--- src/rtl/control_microsequencer_pkg.sv ---
// Shared encodings for the microsequencer: sequencing selects, condition sources,
// instruction opcodes and the microstates they dispatch to.
package ctrl_pkg;

  typedef enum logic [1:0] {
    NS_DISPATCH = 2'b00,
    NS_JUMP     = 2'b01,
    NS_INC      = 2'b10,
    NS_COND     = 2'b11
  } ns_sel_e;

  typedef enum logic [1:0] {
    CS_MOC    = 2'b00,
    CS_BRANCH = 2'b01,
    CS_ONE    = 2'b10,
    CS_ZERO   = 2'b11
  } cond_sel_e;

  localparam logic [5:0] OP_RTYPE = 6'h00;
  localparam logic [5:0] OP_ADDIU = 6'h09;
  localparam logic [5:0] OP_LW    = 6'h23;
  localparam logic [5:0] OP_SW    = 6'h2B;
  localparam logic [5:0] OP_BEQ   = 6'h04;

  localparam logic [6:0] S_RESET = 7'd0;
  localparam logic [6:0] S_RTYPE = 7'd10;
  localparam logic [6:0] S_ADDIU = 7'd11;
  localparam logic [6:0] S_LW    = 7'd4;
  localparam logic [6:0] S_SW    = 7'd7;
  localparam logic [6:0] S_BEQ   = 7'd9;

endpackage

--- src/rtl/control_microsequencer_if.sv ---
// Microstore sequencing fields, IR/condition inputs and sequencer status outputs.
// No handshake: every field is sampled each rising edge unless hold is high.
interface control_microsequencer_if #(
  parameter int STATE_W  = 7,
  parameter int OPCODE_W = 6
);
  logic [1:0]          ns_sel;
  logic [STATE_W-1:0]  cr_addr;
  logic [1:0]          cond_sel;
  logic                inv;
  logic [OPCODE_W-1:0] opcode;
  logic                moc;
  logic                branch_true;
  logic                hold;
  logic [STATE_W-1:0]  state;
  logic                moc_wait;
  logic                bus_error;
  logic                illegal_trap;

  modport master (
    output ns_sel, cr_addr, cond_sel, inv, opcode, moc, branch_true, hold,
    input  state, moc_wait, bus_error, illegal_trap
  );

  modport slave (
    input  ns_sel, cr_addr, cond_sel, inv, opcode, moc, branch_true, hold,
    output state, moc_wait, bus_error, illegal_trap
  );
endinterface

--- src/rtl/control_microsequencer_opcode_dispatch_rom.sv ---
// Combinational opcode decode: maps an IR opcode to its first microstate.
// Unknown opcodes return S_RESET and raise illegal_o.
module opcode_dispatch_rom
  import ctrl_pkg::*;
#(
  parameter int OPCODE_W = 6,
  parameter int STATE_W  = 7
) (
  input  logic [OPCODE_W-1:0] opcode_i,
  output logic [STATE_W-1:0]  target_o,
  output logic                illegal_o
);

  always_comb begin
    target_o  = STATE_W'(S_RESET);
    illegal_o = 1'b0;
    case (opcode_i)
      OPCODE_W'(OP_RTYPE): target_o = STATE_W'(S_RTYPE);
      OPCODE_W'(OP_ADDIU): target_o = STATE_W'(S_ADDIU);
      OPCODE_W'(OP_LW):    target_o = STATE_W'(S_LW);
      OPCODE_W'(OP_SW):    target_o = STATE_W'(S_SW);
      OPCODE_W'(OP_BEQ):   target_o = STATE_W'(S_BEQ);
      default:             illegal_o = 1'b1;
    endcase
  end

endmodule

--- src/rtl/control_microsequencer.sv ---
// Next-state engine of the microprogrammed control unit: selects the next microstore
// address each cycle, with an MOC wait watchdog and illegal opcode/state trapping.
module control_microsequencer
  import ctrl_pkg::*;
#(
  parameter int STATE_W     = 7,
  parameter int OPCODE_W    = 6,
  parameter int NUM_STATES  = 12,
  parameter int MOC_TIMEOUT = 15
) (
  input  logic                   clk,
  input  logic                   reset,
  control_microsequencer_if.slave bus
);

  localparam int WDOG_W = ($clog2(MOC_TIMEOUT + 1) > 4) ? $clog2(MOC_TIMEOUT + 1) : 4;

  logic [STATE_W-1:0] state_q, state_d;
  logic [WDOG_W-1:0]  wdog_q, wdog_d;
  logic               bus_error_q, bus_error_d;
  logic               illegal_q, illegal_d;

  logic               cond_src, cond;
  logic [STATE_W-1:0] state_inc, sel_next, rom_target;
  logic               rom_illegal, trap, wait_cyc, timeout;

  opcode_dispatch_rom #(
    .OPCODE_W (OPCODE_W),
    .STATE_W  (STATE_W)
  ) u_rom (
    .opcode_i  (bus.opcode),
    .target_o  (rom_target),
    .illegal_o (rom_illegal)
  );

  always_comb begin
    cond_src = 1'b0;
    case (cond_sel_e'(bus.cond_sel))
      CS_MOC:    cond_src = bus.moc;
      CS_BRANCH: cond_src = bus.branch_true;
      CS_ONE:    cond_src = 1'b1;
      CS_ZERO:   cond_src = 1'b0;
      default:   cond_src = 1'b0;
    endcase
    cond = cond_src ^ bus.inv;
  end

  assign state_inc = state_q + STATE_W'(1);

  always_comb begin
    sel_next = state_inc;
    case (ns_sel_e'(bus.ns_sel))
      NS_DISPATCH: sel_next = rom_target;
      NS_JUMP:     sel_next = bus.cr_addr;
      NS_INC:      sel_next = state_inc;
      NS_COND:     sel_next = cond ? bus.cr_addr : state_inc;
      default:     sel_next = state_inc;
    endcase
  end

  // An undecodable opcode already lands on state 0, so it only contributes the trap flag.
  assign trap = ((ns_sel_e'(bus.ns_sel) == NS_DISPATCH) && rom_illegal) ||
                (sel_next >= STATE_W'(NUM_STATES));

  assign wait_cyc = (ns_sel_e'(bus.ns_sel) == NS_COND) &&
                    (cond_sel_e'(bus.cond_sel) == CS_MOC) &&
                    (bus.cr_addr == state_q) && cond;
  assign timeout  = wait_cyc && (wdog_q == WDOG_W'(MOC_TIMEOUT - 1));

  always_comb begin
    state_d     = state_q;
    wdog_d      = wdog_q;
    bus_error_d = 1'b0;
    illegal_d   = 1'b0;
    if (bus.hold) begin
      state_d = state_q;
      wdog_d  = wdog_q;
    end else if (timeout) begin
      state_d     = STATE_W'(S_RESET);
      wdog_d      = '0;
      bus_error_d = 1'b1;
    end else begin
      state_d   = trap ? STATE_W'(S_RESET) : sel_next;
      illegal_d = trap;
      wdog_d    = wait_cyc ? wdog_q + WDOG_W'(1) : '0;
    end
  end

  always_ff @(posedge clk) begin
    if (reset) begin
      state_q     <= STATE_W'(S_RESET);
      wdog_q      <= '0;
      bus_error_q <= 1'b0;
      illegal_q   <= 1'b0;
    end else begin
      state_q     <= state_d;
      wdog_q      <= wdog_d;
      bus_error_q <= bus_error_d;
      illegal_q   <= illegal_d;
    end
  end

  assign bus.state        = state_q;
  assign bus.moc_wait     = wait_cyc;
  assign bus.bus_error    = bus_error_q;
  assign bus.illegal_trap = illegal_q;

endmodule

--- src/flat_wrapper.sv ---
// flat-port wrapper written by rule: the top's interface ports become plain ports
module control_microsequencer_flat import ctrl_pkg::*;
#(
  parameter int STATE_W     = 7,
  parameter int OPCODE_W    = 6,
  parameter int NUM_STATES  = 12,
  parameter int MOC_TIMEOUT = 15
)
  (clk, reset, bus_ns_sel, bus_cr_addr, bus_cond_sel, bus_inv, bus_opcode, bus_moc, bus_branch_true, bus_hold, bus_state, bus_moc_wait, bus_bus_error, bus_illegal_trap);
  control_microsequencer_if #(.STATE_W(STATE_W), .OPCODE_W(OPCODE_W)) bus_i ();
  input  logic clk;
  input  logic reset;
  input wire logic [$bits(bus_i.ns_sel)-1:0] bus_ns_sel;
  input wire logic [$bits(bus_i.cr_addr)-1:0] bus_cr_addr;
  input wire logic [$bits(bus_i.cond_sel)-1:0] bus_cond_sel;
  input wire logic [$bits(bus_i.inv)-1:0] bus_inv;
  input wire logic [$bits(bus_i.opcode)-1:0] bus_opcode;
  input wire logic [$bits(bus_i.moc)-1:0] bus_moc;
  input wire logic [$bits(bus_i.branch_true)-1:0] bus_branch_true;
  input wire logic [$bits(bus_i.hold)-1:0] bus_hold;
  output wire logic [$bits(bus_i.state)-1:0] bus_state;
  output wire logic [$bits(bus_i.moc_wait)-1:0] bus_moc_wait;
  output wire logic [$bits(bus_i.bus_error)-1:0] bus_bus_error;
  output wire logic [$bits(bus_i.illegal_trap)-1:0] bus_illegal_trap;
  assign bus_i.ns_sel = bus_ns_sel;
  assign bus_i.cr_addr = bus_cr_addr;
  assign bus_i.cond_sel = bus_cond_sel;
  assign bus_i.inv = bus_inv;
  assign bus_i.opcode = bus_opcode;
  assign bus_i.moc = bus_moc;
  assign bus_i.branch_true = bus_branch_true;
  assign bus_i.hold = bus_hold;
  assign bus_state = bus_i.state;
  assign bus_moc_wait = bus_i.moc_wait;
  assign bus_bus_error = bus_i.bus_error;
  assign bus_illegal_trap = bus_i.illegal_trap;
  control_microsequencer #(.STATE_W(STATE_W), .OPCODE_W(OPCODE_W), .NUM_STATES(NUM_STATES), .MOC_TIMEOUT(MOC_TIMEOUT)) u_core (.clk(clk), .reset(reset), .bus(bus_i));
endmodule
--- config.mk ---
export PLATFORM = sky130hd
export DESIGN_NAME = control_microsequencer_flat
export DESIGN_NICKNAME = d
export VERILOG_FILES = /design/src/rtl/control_microsequencer_pkg.sv /design/src/rtl/control_microsequencer_if.sv /design/src/rtl/control_microsequencer_opcode_dispatch_rom.sv /design/src/rtl/control_microsequencer.sv /design/src/flat_wrapper.sv
export SDC_FILE = /design/constraint.sdc
export NUM_CORES = 1
export LEC_CHECK = 0
export BUFFER_PORTS_ARGS = -buffer_cell sky130_fd_sc_hd__buf_2
export CAP_MARGIN = 20
export CORE_MARGIN = 10
export CORE_UTILIZATION = 50
export CTS_BUF_LIST = sky130_fd_sc_hd__clkbuf_4 sky130_fd_sc_hd__clkbuf_8
export DETAILED_ROUTE_END_ITERATION = 8
export PLACE_DENSITY_LB_ADDON = 0.12
export SETUP_SLACK_MARGIN = 0.3
export SLEW_MARGIN = 20
export SYNTH_ARGS = -nofsm -noshare
export SYNTH_HDL_FRONTEND = slang
export SYNTH_SLANG_ARGS = --single-unit
--- constraint.sdc ---
create_clock -name clk -period 5.75 [get_ports clk]
set_clock_uncertainty 0.2 [all_clocks]
set_input_delay 1.15 -clock clk [delete_from_list [all_inputs] [get_ports clk]]
set_output_delay 1.15 -clock clk [all_outputs]
set_load 0.03 [all_outputs]
Word-level counts from Yosys, hierarchy flattened

Cells that the tools add are included.

Register bits: 13
Bits of input ports: 23
Logic and storage cells: 42

Add/subtract/negate cells: 2
$lt $le $gt $ge: 1
Eq/ne operators: 12
Multiplexer cells: 10
Bitwise logic cells: 1
Reductions and logical operators: 12

Operator list:

| kind                                                | count |
|---|---|
| one-hot mux 7 bit (4 select lines)                  | 1 |
| two-way mux 7 bit                                   | 3 |
| one-hot mux 4 bit (5 select lines)                  | 1 |
| == test 6 bit, second input constant                | 2 |
| == test 2 bit, second input constant                | 4 |
| two-way mux 4 bit                                   | 2 |
| adder 7 x 1 -> 7 bit, second input constant         | 1 |
| == test 7 bit                                       | 1 |
| >= comparator 7 x 4 -> 1 bit, second input constant | 1 |
| == test 6 x 3 -> 1 bit, second input constant       | 1 |
| == test 6 x 4 -> 1 bit, second input constant       | 1 |
| zero test 6 bit                                     | 1 |
| logical AND 1 bit                                   | 5 |
| OR reduction 5 bit                                  | 1 |
| adder 4 x 1 -> 4 bit, second input constant         | 1 |
| == test 2 x 1 -> 1 bit, second input constant       | 2 |
| == test 4 bit, second input constant                | 1 |
| zero test 2 bit                                     | 2 |
| one-hot mux 1 bit (4 select lines)                  | 1 |
| OR reduction 3 bit                                  | 1 |
| two-way mux 1 bit                                   | 2 |
| OR reduction 2 bit                                  | 1 |
| logical OR 1 bit                                    | 1 |
| bitwise XOR 1 bit                                   | 1 |

Longest topological paths before layout

Word-level depth: 9
Mapped depth: 7

Hierarchy

A second synthesis with hierarchy kept.

Cells, all modules: 130
Area, all modules: 1,036.0 µm²

By module, submodules not included:

| module                 | times used | cells each | area an instance (µm²) |
|---|---|---|---|
| control_microsequencer | 1          | 109        | 900.9 |
| opcode_dispatch_rom    | 1          | 21         | 135.1 |

Worst setup path before layout

No wires, ideal clock.

Kind: input to output
Start: in bus_cond_sel[1]
End: out bus_moc_wait
Data arrival time: 2.153 ns
Setup slack: 2.247 ns
Cell stages on the path: 4
Cell sequence: or3b_1 > nor4_2 > o2111ai_2 > inv_1

Longest elaborated chain between the ends: 4

Ends and longest elaborated chain:

| item                                                                    | line                                                       | source |
|---|---|---|
| start, declared                                                         | flat_wrapper.sv:15                                         | `input wire logic [$bits(bus_i.cond_sel)-1:0] bus_cond_sel;` |
| == test 2 bit, or another cell as far along                             | control_microsequencer.sv:38                               | `case (cond_sel_e'(bus.cond_sel))` |
| one-hot mux 1 bit (4 select lines) or logical AND 1 bit (tied branches) | control_microsequencer.sv:38, control_microsequencer.sv:65 |  |
| bitwise XOR 1 bit or logical AND 1 bit (tied branches)                  | control_microsequencer.sv:45, control_microsequencer.sv:66 |  |
| logical AND 1 bit (*)                                                   | control_microsequencer.sv:67                               | `(bus.cr_addr == state_q) && cond;` |
| end, declared                                                           | flat_wrapper.sv:22                                         | `output wire logic [$bits(bus_i.moc_wait)-1:0] bus_moc_wait;` |

Mark *: on every way between the ends. The rest lies on a longest branch, timed or not.

Final worst setup path

Start: in bus_ns_sel[1]
End: out bus_moc_wait

Longest elaborated chain between the ends: 4

Ends and longest elaborated chain:

| item              | line                         | source |
|---|---|---|
| start, declared   | flat_wrapper.sv:13           | `input wire logic [$bits(bus_i.ns_sel)-1:0] bus_ns_sel;` |
| == test 2 bit     | control_microsequencer.sv:65 | `assign wait_cyc = (ns_sel_e'(bus.ns_sel) == NS_COND) &&` |
| logical AND 1 bit | control_microsequencer.sv:65 |  |
| logical AND 1 bit | control_microsequencer.sv:66 | `(cond_sel_e'(bus.cond_sel) == CS_MOC) &&` |
| logical AND 1 bit | control_microsequencer.sv:67 |  |

Every way passes these cells.

==> flow_summary.ini <==
[run_status]
status = completed

[placed_design]
dp_slack_ns = 1.96
dp_hpwl_um = 2210
gp_congestion = 0.821
io_buffer_count = 32

[synthesis]
synthAdderAreaFrac = 0.0381
synth_cells = 124
syn_area_um2 = 985
synth.top_cell.area_share = 0.264
yosysUniqueCellTypes = 43
synth_seq_cells = 13
synth_area_leaders = dfxtp_1 26%, xor2_1 7.1%, a21oi_1 5.1%
ys.flop_type = dfxtp_1
yosysMostFrequentCell = dfxtp_1
yosysSeqAreaShare = 0.264
synth_top_area_cell = dfxtp_1
synth_top_family_by_area = simple AND/OR/NAND/NOR gates
yosys_warnings = 0
synth_xor_area_frac = 0.0978
synth-edff-count = 0
async_reset_ff_frac = 0
synth_simple_gate_area_frac = 0.286
synth_nets = 150
synth_commonest_cells = 13 x dfxtp_1, 10 x a21oi_1, 9 x nand2_1, 9 x nor2_1, 8 x xor2_1
synth.avg_cell_area_um2 = 7.94
synthMuxAreaShare = 0
synth_compound_area_frac = 0.282

[layout]
num_antenna_cells = 0
synthToLayoutAreaGrowth_pct = 21.6
utilization = 0.665
drive_above_1_share = 0.266
fin_nets = 185

[critical_path]
worstPathMaxFanout = 8
worstSetupPathType = in -> out
cp-start-kind = input port
cp_slowest_cell = or3b_1
arrival_ns = 2.44
path_cells = buf_2 > or3b_1 > nor4_2 > o2111ai_2 > inv_1 > buf_2
crit_required_ns = 4.40
crit_top_cell = buf_2
cp-end-kind = output port
critPathBufInv = 3
max_stage_delay_ns = 0.37
r2r_setup_slack_ns = 3.48
path_delay_family = simple AND/OR/NAND/NOR gates

[detailed_routing]
vias = 1071
detail_route.first_pass.iterations = 4
viasPerCell = 5.85
wire_per_inst_um = 14.4
routed_wirelength_um = 2640
ant_nets = 0
drtIter0Drc = 38
drc = 0

[power_and_ir_drop]
ir_drop_uv = 124
intPower_w = 0.000144
p_switching_w = 0.0000584
total_power_w = 0.000202
seq_power_share = 0.465
combPwrFrac = 0.244
sw_frac_of_total = 0.289
p_leak_nw = 0.533
power_density_nw_per_um2 = 169
p_clk_frac = 0.291

[clocking]
clock_latency_ns = 0.27
htreeDepth = 1
root_buffer = clkbuf_4
numCtsBuffers = 3
path_clk_slew_ns = 0.07
clockBufferDepth = 2
post-cts-setup-buffer-count = 0
cts_hold_buf = 0
cts-resized-gates = 0
clock_sinks = 13
cts_tree = yes

[global_route]
grt_pass1_wl_um = 4620
grt_max_degree = 13
grt_overflow_total = 0
grt_use_total = 0.132
antenna_found_initial = 0
grt_pass1_vias = 1103

[sta]
period_needed_ns = 3.79
fmax_mhz = 264
slew_viol_final = 0
relSlewSlack = 0.702
fin_ws_ns = 1.96
setup_violations = 0
tightest_slew_ns = 0.443
tns_ns = 0
rsz0062_at_grt = no
hold_ws_ns = 0.299
hold_viol = 0
finalCritPeriodShare = 0.658

[die]
core-area_um2 = 1800
num_rows = 15
ioPinCount = 33
die_h_um = 64.4
dieArea_um2 = 4140
start_util = 0.547
die_w_um = 64.4

[min_path]
hp-class = reg -> reg

[flow_run]
max_cap_violations = 0
[per-layer routing]
metal / routed length (um) / track usage / part of all wire / up-vias
met5: 0 / 0 / 0 / -
met4: 41 / 0.0321 / 0.016 / 0
met1: 1080 / 0.137 / 0.41 / 495
li1: - / - / - / 540
met3: 198 / 0.0523 / 0.075 / 6
met2: 1320 / 0.240 / 0.50 / 30
[area by class of cell]
class                           instances  area [um2]
Timing Repair Buffer                   32         160
Tap cell                               25        31.3
Fill cell                             160         604
Clock buffer                            4        30.0
Sequential cell                        13         260
Multi-Input combinational cell        103         693
Inverter                                6        22.5
[layout by cell type, fill, tap and decap left out, types with 2 or more instances in the layout]
| cell | count |
|---|---|
| nor2_1 | 9 |
| nor4_1 | 3 |
| clkbuf_4 | 4 |
| a32o_1 | 3 |
| dfxtp_1 | 13 |
| nand3b_1 | 4 |
| nand2_1 | 9 |
| and3b_1 | 2 |
| nand3_1 | 5 |
| a31oi_1 | 3 |
| xor2_1 | 8 |
| nor3_1 | 3 |
| and3_1 | 2 |
| buf_2 | 32 |
| ha_1 | 3 |
| or3b_1 | 2 |
| inv_1 | 6 |
| a21oi_1 | 10 |
| o21ai_0 | 7 |
| and2_1 | 3 |
| xnor2_1 | 3 |
| o22ai_1 | 3 |
[through the flow]
step,instances,cell area (um2)
final,183,1200
after global routing,183,1200
after CTS,183,1200
after detailed placement,179,1170
after global placement,179,1170
after floorplan,124,985
[state kept, by name, indices dropped and copies added (netlist names)]
signal                   count
u_core.bus.state             7
u_core.wdog_q                4
u_core.bus.bus_error         1
u_core.bus.illegal_trap      1
[path summary, 6_finish.rpt]
| check | start | to | cells past startpoint |
|---|---|---|---|
| worst max-delay path | bus_ns_sel[1] | bus_moc_wait | 6 |
| worst min-delay path | u_core.wdog_q[3] | u_core.wdog_q[3] | 2 |
| worst max register to register | u_core.bus.state[4] | u_core.bus.state[3] | 6 |
| worst min register to register | u_core.wdog_q[3] | u_core.wdog_q[3] | 2 |
[power by group through the flow]
stage	clock network [W]	registers [W]	logic, W
finish	0.0000588	0.0000941	0.0000493
global route	0.0000651	0.0000943	0.0000553
CTS	0.0000604	0.0000940	0.0000494
detailed placement	0	0.0000962	0.0000492
global placement	0	0.0000961	0.0000473
floorplan	0	0.0000993	0.0000266
[cells by family after synthesis]
group           count (synthesis)
compound gates                 40
xor+xnor                       11
fa+ha+maj                       3
buf+inv                         8
flops                          13
simple gates                   49
[worst reg2reg max path: cells and delay by family, from the launching register on]
| kind | cells | cell delay (ns) |
|---|---|---|
| AO/OA/AOI/OAI | 3 | 0.93 |
| AND/OR/NAND/NOR | 2 | 0.48 |
| flip-flops | 1 | 0.37 |
| XOR/XNOR | 1 | 0.18 |
Power figures use the tool's default switching activity.
